==> config.mk <==
export PLATFORM = sky130hd
export DESIGN_NAME = mult_arbiter
export DESIGN_NICKNAME = d
export VERILOG_FILES = /design/src/rtl/mult_arbiter.sv
export SDC_FILE = /design/constraint.sdc
export NUM_CORES = 1
export LEC_CHECK = 0
export CORE_MARGIN = 5
export CORE_UTILIZATION = 50
export CTS_CLUSTER_DIAMETER = 100
export DETAILED_ROUTE_END_ITERATION = 10
export GPL_ROUTABILITY_DRIVEN = 0
export PLACE_DENSITY = 0.88
export SLEW_MARGIN = 20
export SYNTH_ARGS = -nofsm -noshare
export SYNTH_HDL_FRONTEND = slang
export SYNTH_SLANG_ARGS = --single-unit
==> constraint.sdc <==
create_clock -name clk -period 10.3 [get_ports clk]
set_input_delay 2.06 -clock clk [delete_from_list [all_inputs] [get_ports clk]]
set_output_delay 2.06 -clock clk [all_outputs]
set_load 0.03 [all_outputs]
==> src/rtl/mult_arbiter.sv <==
// Purpose: round-robin arbiter sharing one unsigned multiplier (fast_mult) among N requesters.
// Latency: request accepted at edge t, product registered at t+1, resp_valid high from edge t+2.
// Backpressure: holds RESP (and refuses new requests) until the owner asserts resp_ready.
//
// Ports:
//   clk, reset            single clock, synchronous active-high reset
//   req_valid/req_ready   per-requester request handshake (req_ready one-hot or zero)
//   req_lhs/req_rhs       packed operands, requester i in bits [i*WIDTH +: WIDTH]
//   resp_valid/resp_ready per-requester response handshake (resp_valid one-hot or zero)
//   resp_data             registered 2*WIDTH product, shared by all requesters
//   busy                  high while a transaction is in MUL or RESP

// Combinational unsigned multiplier: sum of shifted partial products.
module fast_mult #(
  parameter int WIDTH = 4
) (
  input  logic [WIDTH-1:0]   a,
  input  logic [WIDTH-1:0]   b,
  output logic [2*WIDTH-1:0] p
);

  logic [2*WIDTH-1:0] acc;

  always_comb begin
    acc = '0;
    for (int i = 0; i < WIDTH; i++) begin
      if (b[i]) begin
        acc = acc + ({{WIDTH{1'b0}}, a} << i);
      end
    end
    p = acc;
  end

endmodule

module mult_arbiter #(
  parameter int N     = 4,
  parameter int WIDTH = 4
) (
  input  logic                 clk,
  input  logic                 reset,
  input  logic [N-1:0]         req_valid,
  input  logic [N*WIDTH-1:0]   req_lhs,
  input  logic [N*WIDTH-1:0]   req_rhs,
  output logic [N-1:0]         req_ready,
  output logic [N-1:0]         resp_valid,
  input  logic [N-1:0]         resp_ready,
  output logic [2*WIDTH-1:0]   resp_data,
  output logic                 busy
);

  localparam int PW = $clog2(N);

  localparam logic [1:0] ST_IDLE = 2'd0;
  localparam logic [1:0] ST_MUL  = 2'd1;
  localparam logic [1:0] ST_RESP = 2'd2;

  typedef struct packed {
    logic [WIDTH-1:0] lhs;
    logic [WIDTH-1:0] rhs;
  } op_t;

  logic [1:0]         state_q, state_d;
  logic [PW-1:0]      rr_ptr_q, rr_ptr_d;
  logic [PW-1:0]      owner_q, owner_d;
  op_t                op_q, op_d;
  logic [2*WIDTH-1:0] resp_data_q, resp_data_d;

  logic               grant_vld;
  logic [PW-1:0]      grant_id;
  logic [PW:0]        cand;
  op_t                grant_op;
  logic [2*WIDTH-1:0] product;
  logic               accept;

  // Cyclic search starting at rr_ptr; cand carries one extra bit so the
  // wrap can be done by a single compare/subtract for any N.
  always_comb begin
    grant_vld = 1'b0;
    grant_id  = '0;
    cand      = '0;
    for (int k = 0; k < N; k++) begin
      cand = {1'b0, rr_ptr_q} + (PW+1)'(k);
      if (cand >= (PW+1)'(N)) begin
        cand = cand - (PW+1)'(N);
      end
      if (!grant_vld && req_valid[cand[PW-1:0]]) begin
        grant_vld = 1'b1;
        grant_id  = cand[PW-1:0];
      end
    end
  end

  always_comb begin
    grant_op.lhs = req_lhs[int'(grant_id)*WIDTH +: WIDTH];
    grant_op.rhs = req_rhs[int'(grant_id)*WIDTH +: WIDTH];
  end

  // Ready is only offered from IDLE and never while reset is asserted, so a
  // requester cannot believe it was accepted on a cycle that gets discarded.
  always_comb begin
    req_ready = '0;
    if (state_q == ST_IDLE && !reset && grant_vld) begin
      req_ready[grant_id] = 1'b1;
    end
  end

  assign accept = (state_q == ST_IDLE) && grant_vld && !reset;

  always_comb begin
    resp_valid = '0;
    if (state_q == ST_RESP) begin
      resp_valid[owner_q] = 1'b1;
    end
  end

  fast_mult #(.WIDTH(WIDTH)) u_fast_mult (
    .a (op_q.lhs),
    .b (op_q.rhs),
    .p (product)
  );

  always_comb begin
    state_d     = state_q;
    rr_ptr_d    = rr_ptr_q;
    owner_d     = owner_q;
    op_d        = op_q;
    resp_data_d = resp_data_q;
    case (state_q)
      ST_IDLE: begin
        if (accept) begin
          op_d    = grant_op;
          owner_d = grant_id;
          if (grant_id == PW'(N-1)) begin
            rr_ptr_d = '0;
          end else begin
            rr_ptr_d = grant_id + PW'(1);
          end
          state_d = ST_MUL;
        end
      end
      ST_MUL: begin
        resp_data_d = product;
        state_d     = ST_RESP;
      end
      ST_RESP: begin
        // Only the owner's resp_ready matters; resp_data stays put afterwards.
        if (resp_ready[owner_q]) begin
          state_d = ST_IDLE;
        end
      end
      default: begin
        state_d = ST_IDLE;
      end
    endcase
  end

  always_ff @(posedge clk) begin
    if (reset) begin
      state_q     <= ST_IDLE;
      rr_ptr_q    <= '0;
      owner_q     <= '0;
      op_q        <= '0;
      resp_data_q <= '0;
    end else begin
      state_q     <= state_d;
      rr_ptr_q    <= rr_ptr_d;
      owner_q     <= owner_d;
      op_q        <= op_d;
      resp_data_q <= resp_data_d;
    end
  end

  assign resp_data = resp_data_q;
  assign busy      = (state_q != ST_IDLE);

endmodule

==> results of run 1 <==
## stage by stage
step / cell area (µm²) / utilization [%] / total power [W] / hold slack, ps
after floorplan: 1790 / - / 0.000217 / 457
after global placement: 2380 / 70.2 / 0.000256 / 439
after detailed placement: 2380 / 70.2 / 0.000260 / 447
after CTS: 2420 / 71.3 / 0.000309 / 466
after global routing: 2420 / 71.3 / 0.000330 / 488
final: 2420 / 71.3 / 0.000307 / 465
## final timing paths
kind | startpoint | endpoint | slack, ps | cells after the start
max reg2reg | op_q[5] | resp_data[6] | 6400 | 20
max | req_valid[1] | req_ready[1] | 3760 | 5
min reg2reg | resp_data[2] | resp_data[2] | 470 | 2
min | resp_data[2] | resp_data[2] | 470 | 2
## worst max-delay path, stage by stage
cell                              delay [ps]
sky130_fd_sc_hd__clkdlybuf4s50_1         530
sky130_fd_sc_hd__o41ai_4                 890
sky130_fd_sc_hd__nor2_2                  150
sky130_fd_sc_hd__and2_1                  230
sky130_fd_sc_hd__clkdlybuf4s50_1         610
## cells in the final DEF, fill, tap and decap left out, types with 5 or more instances in the layout
cell type / instances
sky130_fd_sc_hd__and2_1: 6
sky130_fd_sc_hd__dfxtp_1: 22
sky130_fd_sc_hd__a21oi_1: 18
sky130_fd_sc_hd__ha_1: 15
sky130_fd_sc_hd__inv_1: 12
sky130_fd_sc_hd__nand2_1: 17
sky130_fd_sc_hd__o221ai_1: 8
sky130_fd_sc_hd__nand3b_1: 9
sky130_fd_sc_hd__mux2i_1: 20
sky130_fd_sc_hd__nor2b_1: 5
sky130_fd_sc_hd__clkdlybuf4s50_1: 58
sky130_fd_sc_hd__nor2_1: 14
## where the power goes
group / leakage, nW / switching (W) / internal [W]
logic: 0.832 / 0.0000696 / 0.0000710
clock network: 0.0210 / 0.0000266 / 0.0000216
registers: 0.181 / 0.0000200 / 0.0000981
total: 1.03 / 0.000116 / 0.000191
## cell type report
type / count / area, µm²
fillers: 276 / 973
multi-input cells: 159 / 1240
clock buffers: 4 / 36.3
repair buffers: 59 / 588
flip-flops and latches: 22 / 440
inverters: 13 / 48.8
well taps: 46 / 57.6
## sequential cells by signal, summed over array words and instances, names as in the netlist
register	cells
op_q	8
resp_data	8
state_q	2
owner_q	2
rr_ptr_q	2
## routing by layer
layer  track usage (%)  wire length (µm)
met1              22.0              1950
met2              28.1              1910
met3              4.20               253
met4              3.19                21
met5                 0                 0
## kinds of logic after synthesis
logic type	synth area share, %
buffers and inverters	5.61
muxes	12.5
xor gates and xnor gates	3.36
and+or+nand+nor	21.2
adders and majority gates	14.4
AOI/OAI and AO/OA	18.3
DFF	24.7
==> summary.json, run 1 <==
{
  "run_status": {"value": "finished clean"},
  "final_max_slew_viol_count": {"value": 0},
  "height_of_the_die": {"value": 69.8, "unit": "µm"},
  "htreeDepth": {"value": 1},
  "layout-drive-gt1-share": {"value": 5.06, "unit": "%"},
  "total_setup_buffers_inserted_after_cts": {"value": 0},
  "antenna-diode-count": {"value": 0},
  "setup_total_negative_slack": {"value": 0, "unit": "ps"},
  "yosysSeqAreaShare": {"value": 24.7, "unit": "%"},
  "synth_commonest_cells": {"value": "22 x sky130_fd_sc_hd__dfxtp_1, 20 x sky130_fd_sc_hd__mux2i_1, 18 x sky130_fd_sc_hd__a21oi_1, 17 x sky130_fd_sc_hd__nand2_1, 15 x sky130_fd_sc_hd__ha_1"},
  "grt_pass1_wl": {"value": 6880, "unit": "µm"},
  "layout_min_cycle_time": {"value": 6540, "unit": "ps"},
  "post-route-drc-count": {"value": 0},
  "synthCells": {"value": 201},
  "drt_first_iter_violations": {"value": 68},
  "totalWireLength": {"value": 4130, "unit": "µm"},
  "min_period_over_period": {"value": 63.5, "unit": "%"},
  "grt_overflow_total": {"value": 0},
  "cellLeakagePower": {"value": 1.03, "unit": "nW"},
  "fmaxAchievable": {"value": 0.153, "unit": "GHz"},
  "antenna_found_initial": {"value": 0},
  "synth_top_area_cell": {"value": "sky130_fd_sc_hd__dfxtp_1"},
  "rsz_0062_raised_after_global_routing": {"value": "false"},
  "cts_hold_repair.buffers": {"value": 0},
  "area.growth.synth_to_final": {"value": 35.3, "unit": "%"},
  "ctsResizeCount": {"value": 0},
  "number_of_enable_flip_flop_cells_after_synthesis": {"value": 0},
  "critical_path.startpoint_type": {"value": "primary input"},
  "preCtsSetupSlack": {"value": 3790, "unit": "ps"},
  "synthTopCellsByArea": {"value": "sky130_fd_sc_hd__dfxtp_1 25%, sky130_fd_sc_hd__mux2i_1 11%, sky130_fd_sc_hd__ha_1 11%"},
  "largest_net_degree_at_the_start_of_global_routing": {"value": 23},
  "instances_no_fill": {"value": 303},
  "cp_data_required_time": {"value": 8240, "unit": "ps"},
  "setup_viol_count_final": {"value": 0},
  "flip_flop_and_latch_count_after_synthesis": {"value": 22},
  "clkSinkCount": {"value": 22},
  "worst_slew_pin_slew": {"value": 883, "unit": "ps"},
  "synth_most_common_cell": {"value": "sky130_fd_sc_hd__dfxtp_1"},
  "timing_worst_setup_path_type": {"value": "primary input to output port"},
  "crit_fanout": {"value": 16},
  "pin_count": {"value": 59},
  "ir_drop": {"value": 0.0709, "unit": "mV"},
  "clk_pin_slew_worst_paths": {"value": 120, "unit": "ps"},
  "netlist_area": {"value": 1790, "unit": "µm²"},
  "hold_class": {"value": "flip-flop to flip-flop"},
  "drt_first_pass_iters": {"value": 4},
  "initial_core_util": {"value": 52.7, "unit": "%"},
  "worstSetupEndpointType": {"value": "output port"},
  "hold_viol_final": {"value": 0},
  "synth_top_area_share": {"value": 24.7, "unit": "%"},
  "drt-wirelength-per-cell": {"value": 13.6, "unit": "µm"},
  "clock_latency": {"value": 310, "unit": "ps"},
  "via_count_of_the_first_global_routing_pass": {"value": 1498},
  "cp_data_arrival_time": {"value": 4480, "unit": "ps"},
  "syn_nets": {"value": 261},
  "tritoncts.num_buffers": {"value": 3},
  "die-width": {"value": 69.8, "unit": "µm"},
  "yosysWarnings": {"value": 0},
  "port-buffer-count": {"value": 58},
  "synth_flop_cell": {"value": "sky130_fd_sc_hd__dfxtp_1"},
  "timing.slew.headroom": {"value": 40.9, "unit": "%"},
  "cts_tree": {"value": "built"},
  "total_routing_usage_gr": {"value": 16.8, "unit": "%"},
  "cts.root.buffer_cell": {"value": "sky130_fd_sc_hd__clkbuf_4"},
  "ffs_w_async_s_r_synth": {"value": 0, "unit": "%"},
  "clock_skew": {"value": 1.45, "unit": "ps"},
  "floorplan.die_area": {"value": 4870, "unit": "µm²"},
  "finalNetCount": {"value": 318},
  "dp.cells": {"value": 299},
  "dp.final_hpwl": {"value": 3280, "unit": "µm"},
  "cap_violations": {"value": 0},
  "detail-route-antenna-nets": {"value": 0},
  "post_synth_num_cell_types": {"value": 43},
  "floorplan.core_area": {"value": 3390, "unit": "µm²"},
  "postLayoutSetupSlackWorst": {"value": 3760, "unit": "ps"},
  "via_per_inst": {"value": 5.34},
  "fp-row-count": {"value": 21},
  "detailroute.via_count": {"value": 1619},
  "syn_area_per_cell": {"value": 8.88, "unit": "µm²"},
  "ctsLongestPathBuffers": {"value": 2},
  "power_density": {"value": 127, "unit": "nW/µm²"}
}
(Power assumes the default switching activity.)
==> run 2: changes to the inputs <==
Settings changed: CORE_UTILIZATION 50 to 46, PLACE_DENSITY 0.88 to 0.82.
Clock period 10.3 ns to 6.25 ns, I/O delays scaled along.
==> summary.json, run 2 (same netlist as run 1, synthesis figures left out) <==
{
  "final_common_cell": {"value": "sky130_fd_sc_hd__clkdlybuf4s50_1"},
  "drt-wirelength-per-cell": {"value": 13.5, "unit": "µm"},
  "cts_tree": {"value": "built"},
  "drt_first_pass_iters": {"value": 4},
  "ir_drop": {"value": 0.100, "unit": "mV"},
  "cts.root.buffer_cell": {"value": "sky130_fd_sc_hd__clkbuf_8"},
  "layout.cells.most_common_list": {"value": "58 x sky130_fd_sc_hd__clkdlybuf4s50_1, 22 x sky130_fd_sc_hd__dfxtp_1, 20 x sky130_fd_sc_hd__mux2i_1"},
  "worst_slew_pin_slew": {"value": 748, "unit": "ps"},
  "hold_viol_final": {"value": 0},
  "min_period_over_period": {"value": 77.4, "unit": "%"},
  "ctsResizeCount": {"value": 0},
  "via_count_of_the_first_global_routing_pass": {"value": 1540},
  "largest_net_degree_at_the_start_of_global_routing": {"value": 23},
  "grt_overflow_total": {"value": 0},
  "fp-row-count": {"value": 22},
  "clock_latency": {"value": 260, "unit": "ps"},
  "worst_r2r_startpoint": {"value": "op_q[5]"},
  "cellLeakagePower": {"value": 1.05, "unit": "nW"},
  "fill_cells": {"value": 334},
  "floorplan.die_area": {"value": 5230, "unit": "µm²"},
  "rsz_0062_raised_after_global_routing": {"value": "false"},
  "fmaxAchievable": {"value": 0.207, "unit": "GHz"},
  "cp_data_arrival_time": {"value": 3590, "unit": "ps"},
  "via_per_inst": {"value": 5.33},
  "clkSinkCount": {"value": 22},
  "crit_fanout": {"value": 19},
  "layout_min_cycle_time": {"value": 4840, "unit": "ps"},
  "clk_pin_slew_worst_paths": {"value": 80, "unit": "ps"},
  "port-buffer-count": {"value": 58},
  "clock_skew": {"value": 2.04, "unit": "ps"},
  "tritoncts.num_buffers": {"value": 3},
  "final-seq-area": {"value": 440, "unit": "µm²"},
  "die-width": {"value": 72.3, "unit": "µm"},
  "timing_worst_setup_path_type": {"value": "primary input to output port"},
  "drt_first_iter_violations": {"value": 46},
  "antenna-diode-count": {"value": 0},
  "timing.slew.headroom": {"value": 50.0, "unit": "%"},
  "finalNetCount": {"value": 319},
  "totalWireLength": {"value": 4130, "unit": "µm"},
  "height_of_the_die": {"value": 72.3, "unit": "µm"},
  "whs_endpoint": {"value": "resp_data[0]"},
  "cp_data_required_time": {"value": 5000, "unit": "ps"},
  "ctsLongestPathBuffers": {"value": 2},
  "pin_count": {"value": 59},
  "detail-route-antenna-nets": {"value": 0},
  "worstSetupEndpointType": {"value": "output port"},
  "grt_pass1_wl": {"value": 6850, "unit": "µm"},
  "cts_hold_repair.buffers": {"value": 0},
  "r2r_slack": {"value": 2300, "unit": "ps"},
  "antenna_found_initial": {"value": 0},
  "final_max_slew_viol_count": {"value": 0},
  "post-route-drc-count": {"value": 0},
  "worst_setup_path_startpoint": {"value": "req_valid[0]"},
  "detailroute.via_count": {"value": 1632},
  "cap_violations": {"value": 0},
  "setup_viol_count_final": {"value": 0},
  "layout-drive-gt1-share": {"value": 5.43, "unit": "%"},
  "floorplan.core_area": {"value": 3720, "unit": "µm²"},
  "total_routing_usage_gr": {"value": 16.1, "unit": "%"},
  "timing.hold.worst_path_depth": {"value": 2},
  "multi_input_area": {"value": 1240, "unit": "µm²"},
  "totalPowerFinal": {"value": 0.000526, "unit": "W"},
  "critical_path.startpoint_type": {"value": "primary input"},
  "setup_total_negative_slack": {"value": 0, "unit": "ps"},
  "htreeDepth": {"value": 1},
  "power_density": {"value": 215, "unit": "nW/µm²"},
  "total_setup_buffers_inserted_after_cts": {"value": 0},
  "hold_path.startpoint": {"value": "resp_data[0]"},
  "dp.final_hpwl": {"value": 3270, "unit": "µm"},
  "worst_r2r_dst": {"value": "resp_data[6]"},
  "run_status": {"value": "finished clean"},
  "area.growth.synth_to_final": {"value": 36.9, "unit": "%"},
  "hold_class": {"value": "flip-flop to flip-flop"},
  "initial_core_util": {"value": 48.0, "unit": "%"},
  "timing.reg2reg.worst_path_depth": {"value": 20}
}
[run 2: changes by cell type in the layout (fill, tap and decap cells not counted)]
cell,before,now
sky130_fd_sc_hd__clkbuf_4,3,0
sky130_fd_sc_hd__buf_4,1,2
sky130_fd_sc_hd__clkbuf_8,1,4
[run 2: stage by stage]
stage                     setup WS [ps]  hold slack, ps  cells  cell area [µm²]  util, %
final                              1410             454    306             2440     65.8
after global routing               1250             480    306             2440     65.8
after CTS                          1400             456    306             2440     65.8
after detailed placement           1410             447    302             2390     64.3
after global placement             1450             438    302             2390     64.3
after floorplan                    2560             457    201             1790        -
[run 2: final cells by class]
cell class | instances | share of cell area (%)
flip-flops and latches | 22 | 18.0
well taps | 48 | 2.46
repair buffers | 60 | 24.4
multi-input cells | 159 | 50.9
inverters | 13 | 2.00
clock buffers | 4 | 2.25
[run 2: layer usage]
layer | vias to the layer above | share of wire, % | track usage, % | wire [µm]
li1 | 838 | - | - | -
met1 | 754 | 41 | 19.0 | 1700
met2 | 36 | 52 | 29.8 | 2150
met3 | 4 | 5.9 | 2.49 | 245
met4 | 0 | 0.90 | 4.38 | 37
met5 | - | 0 | 0 | 0
[run 2: how the worst max path moves through the flow]
stage / end / slack, ps / cells past startpoint
after floorplan: req_ready[3] / 2560 / 8
after global placement: req_ready[3] / 1450 / 9
after detailed placement: req_ready[3] / 1410 / 9
after CTS: req_ready[3] / 1400 / 9
after global routing: req_ready[3] / 1250 / 9
final: req_ready[3] / 1410 / 9
[run 2: critical path: stages]
cell,delay (ps)
sky130_fd_sc_hd__clkdlybuf4s50_1,570
sky130_fd_sc_hd__nand2b_1,110
sky130_fd_sc_hd__a21boi_4,150
sky130_fd_sc_hd__o221ai_2,150
sky130_fd_sc_hd__buf_4,320
sky130_fd_sc_hd__inv_1,110
sky130_fd_sc_hd__ha_1,220
sky130_fd_sc_hd__and2_1,130
sky130_fd_sc_hd__clkdlybuf4s50_1,580
[run 2: power by group]
part	leakage (nW)	internal (W)	switching, W
sequential	0.181	0.000162	0.0000328
combinational	0.837	0.000117	0.000115
clock	0.0288	0.0000560	0.0000434
total	1.05	0.000335	0.000191
